**src/rtl/pc_pkg.sv**
```systemverilog
// Shared types for the program-counter unit.
// Defines the next-PC source select encoding.
package pc_pkg;

    typedef enum logic [1:0] {
        PC_INC    = 2'b00,
        PC_MARMUX = 2'b01,
        PC_BUS    = 2'b10,
        PC_RET    = 2'b11
    } pcmux_t;

endpackage

```
**src/rtl/return_stack.sv**
```systemverilog
// Circular LIFO of return addresses; ptr addresses the current top entry.
// Ports: clk, reset; push/pop/replace commands, wdata in; top, empty,
//   full, overflow/underflow single-cycle strobes out.
module return_stack #(
    parameter int WIDTH     = 16,
    parameter int RAS_DEPTH = 4
) (
    input  logic             clk,
    input  logic             reset,
    input  logic             push,
    input  logic             pop,
    input  logic             replace,
    input  logic [WIDTH-1:0] wdata,
    output logic [WIDTH-1:0] top,
    output logic             empty,
    output logic             full,
    output logic             overflow,
    output logic             underflow
);
    import pc_pkg::*;

    localparam int PTR_W = $clog2(RAS_DEPTH);
    localparam int CNT_W = $clog2(RAS_DEPTH + 1);

    logic [WIDTH-1:0] mem [RAS_DEPTH];
    logic [PTR_W-1:0] ptr;
    logic [PTR_W-1:0] ptr_inc;
    logic [PTR_W-1:0] ptr_dec;
    logic [CNT_W-1:0] count;

    assign ptr_inc   = ptr + PTR_W'(1);
    assign ptr_dec   = ptr - PTR_W'(1);
    assign top       = mem[ptr];
    assign empty     = (count == '0);
    assign full      = (count == CNT_W'(RAS_DEPTH));
    assign overflow  = push & full;
    assign underflow = (pop | replace) & empty;

    // Entries need no reset: nothing reads them while the stack is empty.
    always_ff @(posedge clk) begin
        if (push) begin
            mem[ptr_inc] <= wdata;
        end else if (replace) begin
            mem[ptr] <= wdata;
        end
    end

    always_ff @(posedge clk) begin
        if (reset) begin
            ptr   <= '0;
            count <= '0;
        end else if (push) begin
            // When full the oldest slot is overwritten and count saturates.
            ptr <= ptr_inc;
            if (!full) begin
                count <= count + CNT_W'(1);
            end
        end else if (pop) begin
            if (!empty) begin
                ptr   <= ptr_dec;
                count <= count - CNT_W'(1);
            end
        end else if (replace) begin
            if (empty) begin
                count <= CNT_W'(1);
            end
        end
    end

endmodule

```
**src/rtl/pc_unit_ras.sv**
```systemverilog
// Program counter with next-PC mux and a hardware return-address stack.
// Ports: Clk, Reset, LD_PC, PCMUX, CALL, CLR_FLAGS, MARMUX, datapath in;
//   PC, RAS_EMPTY, RAS_FULL, RAS_OVF, RAS_UNF out.
module pc_unit_ras #(
    parameter int               WIDTH        = 16,
    parameter int               RAS_DEPTH    = 4,
    parameter logic [WIDTH-1:0] RESET_VECTOR = '0,
    parameter int               INC          = 1
) (
    input  logic             Clk,
    input  logic             Reset,
    input  logic             LD_PC,
    input  logic [1:0]       PCMUX,
    input  logic             CALL,
    input  logic             CLR_FLAGS,
    input  logic [WIDTH-1:0] MARMUX,
    input  logic [WIDTH-1:0] datapath,
    output logic [WIDTH-1:0] PC,
    output logic             RAS_EMPTY,
    output logic             RAS_FULL,
    output logic             RAS_OVF,
    output logic             RAS_UNF
);
    import pc_pkg::*;

    localparam logic [WIDTH-1:0] INC_W = WIDTH'(INC);

    pcmux_t           sel;
    logic [WIDTH-1:0] pc_inc;
    logic [WIDTH-1:0] pc_next;
    logic [WIDTH-1:0] ras_top;
    logic             is_ret;
    logic             push;
    logic             pop;
    logic             replace;
    logic             ovf_ev;
    logic             unf_ev;

    assign sel     = pcmux_t'(PCMUX);
    assign pc_inc  = PC + INC_W;
    assign is_ret  = (sel == PC_RET);
    assign push    = LD_PC & CALL & ~is_ret;
    assign pop     = LD_PC & is_ret & ~CALL;
    // CALL together with RET is a tail call: swap the top in place.
    assign replace = LD_PC & is_ret & CALL;

    return_stack #(
        .WIDTH     (WIDTH),
        .RAS_DEPTH (RAS_DEPTH)
    ) u_ras (
        .clk       (Clk),
        .reset     (Reset),
        .push      (push),
        .pop       (pop),
        .replace   (replace),
        .wdata     (pc_inc),
        .top       (ras_top),
        .empty     (RAS_EMPTY),
        .full      (RAS_FULL),
        .overflow  (ovf_ev),
        .underflow (unf_ev)
    );

    always_comb begin
        pc_next = PC;
        if (LD_PC) begin
            case (sel)
                PC_INC:    pc_next = pc_inc;
                PC_MARMUX: pc_next = MARMUX;
                PC_BUS:    pc_next = datapath;
                PC_RET:    pc_next = RAS_EMPTY ? pc_inc : ras_top;
                default:   pc_next = PC;
            endcase
        end
    end

    always_ff @(posedge Clk) begin
        if (Reset) begin
            PC      <= RESET_VECTOR;
            RAS_OVF <= 1'b0;
            RAS_UNF <= 1'b0;
        end else begin
            PC      <= pc_next;
            // A new event in the clearing cycle keeps the flag set.
            RAS_OVF <= ovf_ev | (RAS_OVF & ~CLR_FLAGS);
            RAS_UNF <= unf_ev | (RAS_UNF & ~CLR_FLAGS);
        end
    end

endmodule
```
**config.mk**
```make
export PLATFORM = sky130hd
export DESIGN_NAME = pc_unit_ras
export DESIGN_NICKNAME = d
export VERILOG_FILES = /design/src/rtl/pc_pkg.sv /design/src/rtl/return_stack.sv /design/src/rtl/pc_unit_ras.sv
export SDC_FILE = /design/constraint.sdc
export NUM_CORES = 1
export LEC_CHECK = 0
export CORE_MARGIN = 4
export CORE_UTILIZATION = 60
export CTS_CLUSTER_SIZE = 20
export DETAILED_ROUTE_END_ITERATION = 10
export PLACE_DENSITY = 0.89
export REMOVE_ABC_BUFFERS = 1
export SLEW_MARGIN = 0
export SYNTH_ARGS = -nofsm -noshare
export SYNTH_HDL_FRONTEND = slang
export SYNTH_HIERARCHICAL = 1
export SYNTH_SLANG_ARGS = --single-unit
```
**constraint.sdc**
```tcl
create_clock -name Clk -period 6.6 [get_ports Clk]
set_input_delay 0.99 -clock Clk [delete_from_list [all_inputs] [get_ports Clk]]
set_output_delay 0.99 -clock Clk [all_outputs]
set_load 0.05 [all_outputs]
```
==> impl_metrics.toml <==
[worst_setup_path]
crit_type = "in2reg"
cp_slowest_cell = "clkdlybuf4s50_1"
max_stage_delay_ns = 0.87
arrival_ns = 3.74
critPathTopFamily = "buffers and inverters"
reg2reg_depth = 8
timing.rr.start = "u_ras/count[0]$_SDFFE_PP0P_"
endpoint = "u_ras/mem[0][15]$_DFFE_PP_"
worstSetupEndpointType = "register"
rr_endpoint = "PC[1]$_SDFFE_PP0P_"
crit_required_ns = 6.59
cp_max_fo = 25
start_kind = "primary input"
crit_path_cell_trace = "clkdlybuf4s50_1 > inv_1 > nor3_1 > buf_4 > nor2b_1 > nor3b_1 > a31o_2"
critPathBufInv = 3
worst-path-stages = 7
rrSetupSlack_ns = 4.12
cp-startpoint = "LD_PC"

[clock_tree]
clk_pin_slew_worst_paths_ns = 0.09
ctsHoldBuffers = 0
h-tree-depth = 3
cts_root_buf = "clkbuf_8"
clockBufferDepth = 2
cts_tree = "built"
clock_sinks = 89
post_cts_resize_count = 0
postCtsSetupBuffers = 0
cts_buffers = 9
insertion_delay_ns = 0.35

[synthesis]
yosys_most_used_dff = "edfxtp_1"
synth-edff-count = 64
synth_cell_types = 62
yosysSeqAreaShare_pct = 54.0
yosysWarnings = 6
mappedNetlistArea_um2 = 4490
avgSynthCellArea_um2 = 12.1
syn_inst = 371
synth_seq_cells = 89
synthArstFlopShare_pct = 0

[pwr]
power_frac_seq_pct = 49.9
p_int_w = 0.000947
comb_power_share_pct = 17.6
switching_power_w = 0.000357
p_clk_share_pct = 32.5
irDropWorstVdd_mv = 0.194
leakage_nw = 1.82
p_sw_share_pct = 27.4
powerDensity_nw_per_um2 = 245

[final_layout]
area_growth_pct = 18.6
n_antenna_cell = 0
final_nets = 466
drive_gt1_share_pct = 14.1

[sta]
rsz0062_at_grt = "false"
hold_slack_ns = 0.504
setup-tns-final_ns = 0
fin_crit_ns = 3.74
finalCritPeriodShare_pct = 56.7
fin_skew_ns = 0.0112
tightest_slew_ns = 1.16
relSlewSlack_pct = 22.4
finalHoldViolations = 0
fmax_mhz = 267
setup-violations-final = 0
final-max-slew-violation-count = 0

[die]
core_area_um2 = 7250
pin_count = 59
rows = 31
dieHeight_um = 94.5
die_width_um = 94.5
start_util_pct = 61.9
die-area_um2 = 8930

[route]
post_drt_via_cell_ratio = 6.44
vias = 3389
drtIter0Drc = 335
first_pass_iters = 7
wl_per_cell_um = 21.4
drc_errors = 0
routed_wl_mm = 11.3
ant_nets = 0

[placed_design]
io_buffer_count = 58
gp_congestion = 0.953
post-dp-hpwl_mm = 8.04

[global_route]
grt_pass1_wl_mm = 17.1
grt_start_max_net_pins = 26
grt_util_all_layers_pct = 26.2
grt_pass1_vias = 3226
antenna_found_initial = 0
grt-ovfl-total = 0

[job]
cap_violations = 0

[status]
status = "complete, no violations"

[hold_path]
min_path_type = "reg2reg"
metrics by stage:
step,utilization (%),total power (W),setup slack (ns),cells,area [um^2]
after global routing,73.4,0.00135,2.69,526,5320
after global placement,70.2,0.000881,2.77,510,5090
after floorplan,-,0.000795,2.78,348,4350
after CTS,73.4,0.00131,2.93,526,5320
after detailed placement,70.2,0.000889,2.56,510,5090
final,73.4,0.00130,2.86,526,5320
tightest hold or removal path, stage by stage (launching register included):
cell	delay, ns
dfxtp_1	0.34
a21oi_1	0.07
nor2_1	0.07
cells in the mapped netlist, types with 3 or more instances:
library cell | number | area (um^2)
edfxtp_1 | 64 | 1920
nor2_1 | 29 | 109
dfxtp_1 | 25 | 500
o21ai_0 | 23 | 115
nand2_1 | 21 | 78.8
mux4_2 | 17 | 383
a21oi_1 | 15 | 75.1
inv_1 | 15 | 56.3
nand3_1 | 12 | 60.1
nor3_1 | 12 | 60.1
a22o_1 | 9 | 78.8
xnor2_1 | 8 | 70.1
xor2_1 | 8 | 70.1
a31o_2 | 7 | 61.3
a221oi_1 | 6 | 52.6
buf_2 | 6 | 30.0
clkbuf_1 | 6 | 22.5
mux2i_1 | 6 | 60.1
ha_1 | 5 | 62.6
nor2b_1 | 5 | 31.3
nor3b_1 | 5 | 37.5
a211oi_1 | 4 | 30.0
buf_4 | 4 | 30.0
buf_6 | 4 | 45.0
nand4_1 | 4 | 25.0
a22oi_1 | 3 | 22.5
and2_1 | 3 | 18.8
nand2b_1 | 3 | 18.8
how the worst min path moves through the flow:
| stage | from | end | cells after the start |
|---|---|---|---|
| finish | RAS_UNF$_SDFF_PP0_ | RAS_UNF$_SDFF_PP0_ | 2 |
| global route | RAS_UNF$_SDFF_PP0_ | RAS_UNF$_SDFF_PP0_ | 2 |
| CTS | RAS_OVF$_SDFF_PP0_ | RAS_OVF$_SDFF_PP0_ | 2 |
| detailed placement | RAS_UNF$_SDFF_PP0_ | RAS_UNF$_SDFF_PP0_ | 2 |
| global placement | RAS_OVF$_SDFF_PP0_ | RAS_OVF$_SDFF_PP0_ | 2 |
| floorplan | u_ras/count[2]$_SDFFE_PP0P_ | u_ras/count[0]$_SDFFE_PP0P_ | 2 |
kinds of logic after synthesis:
family	Yosys count	share of synthesized area, %
adders and majority gates	5	1.39
buffers and inverters	40	4.57
AOI/OAI and AO/OA	87	13.9
and+or+nand+nor	110	13.0
xor gates and xnor gates	16	3.12
DFF	89	54.0
muxes	24	10.1
layer usage:
metal | wire (um) | global-route usage (%)
met3 | 962 | 4.54
met1 | 4050 | 32.0
met2 | 5770 | 45.0
met4 | 472 | 13.0
met5 | 0 | 0
sequential cells by signal, indices dropped and copies added (netlist names), named ones only:
signal	cells
RAS_OVF	1
PC	16
u_ras/count	3
u_ras/mem	64
u_ras/ptr	2
RAS_UNF	1
power groups by stage:
| stage | Clock, W | Combinational [W] | Sequential [W] |
|---|---|---|---|
| floorplan | 0 | 0.000110 | 0.000685 |
| global placement | 0 | 0.000221 | 0.000660 |
| detailed placement | 0 | 0.000226 | 0.000662 |
| CTS | 0.000431 | 0.000228 | 0.000650 |
| global route | 0.000453 | 0.000242 | 0.000653 |
| finish | 0.000424 | 0.000229 | 0.000651 |
cell usage in the layout (no fill, tap or decap), types with 3 or more instances in the layout:
cell type / instances
nor2b_1: 5
inv_1: 15
ha_1: 5
nand3_1: 12
xnor2_1: 8
nand2_1: 21
buf_4: 5
edfxtp_1: 64
clkbuf_8: 10
a21oi_1: 15
a22oi_1: 3
nor3b_1: 5
and2_1: 3
nand4_1: 4
a211oi_1: 4
a31o_2: 7
xor2_1: 8
nor3_1: 12
mux2i_1: 6
nor2_1: 29
clkdlybuf4s50_1: 58
nand2b_1: 3
o21ai_0: 22
mux4_2: 17
a221oi_1: 6
inv_6: 3
a22o_1: 9
dfxtp_1: 25
final cells by class:
cell class	instances	area (um^2)
tap	99	124
inverter	17	63.8
timing repair buffer	63	618
sequential	89	2420
clock buffer	10	138
fill	494	1930
clock inverter	6	95.1
multi-input combinational	242	1860
Note: power is estimated with default switching activity, not from simulation.
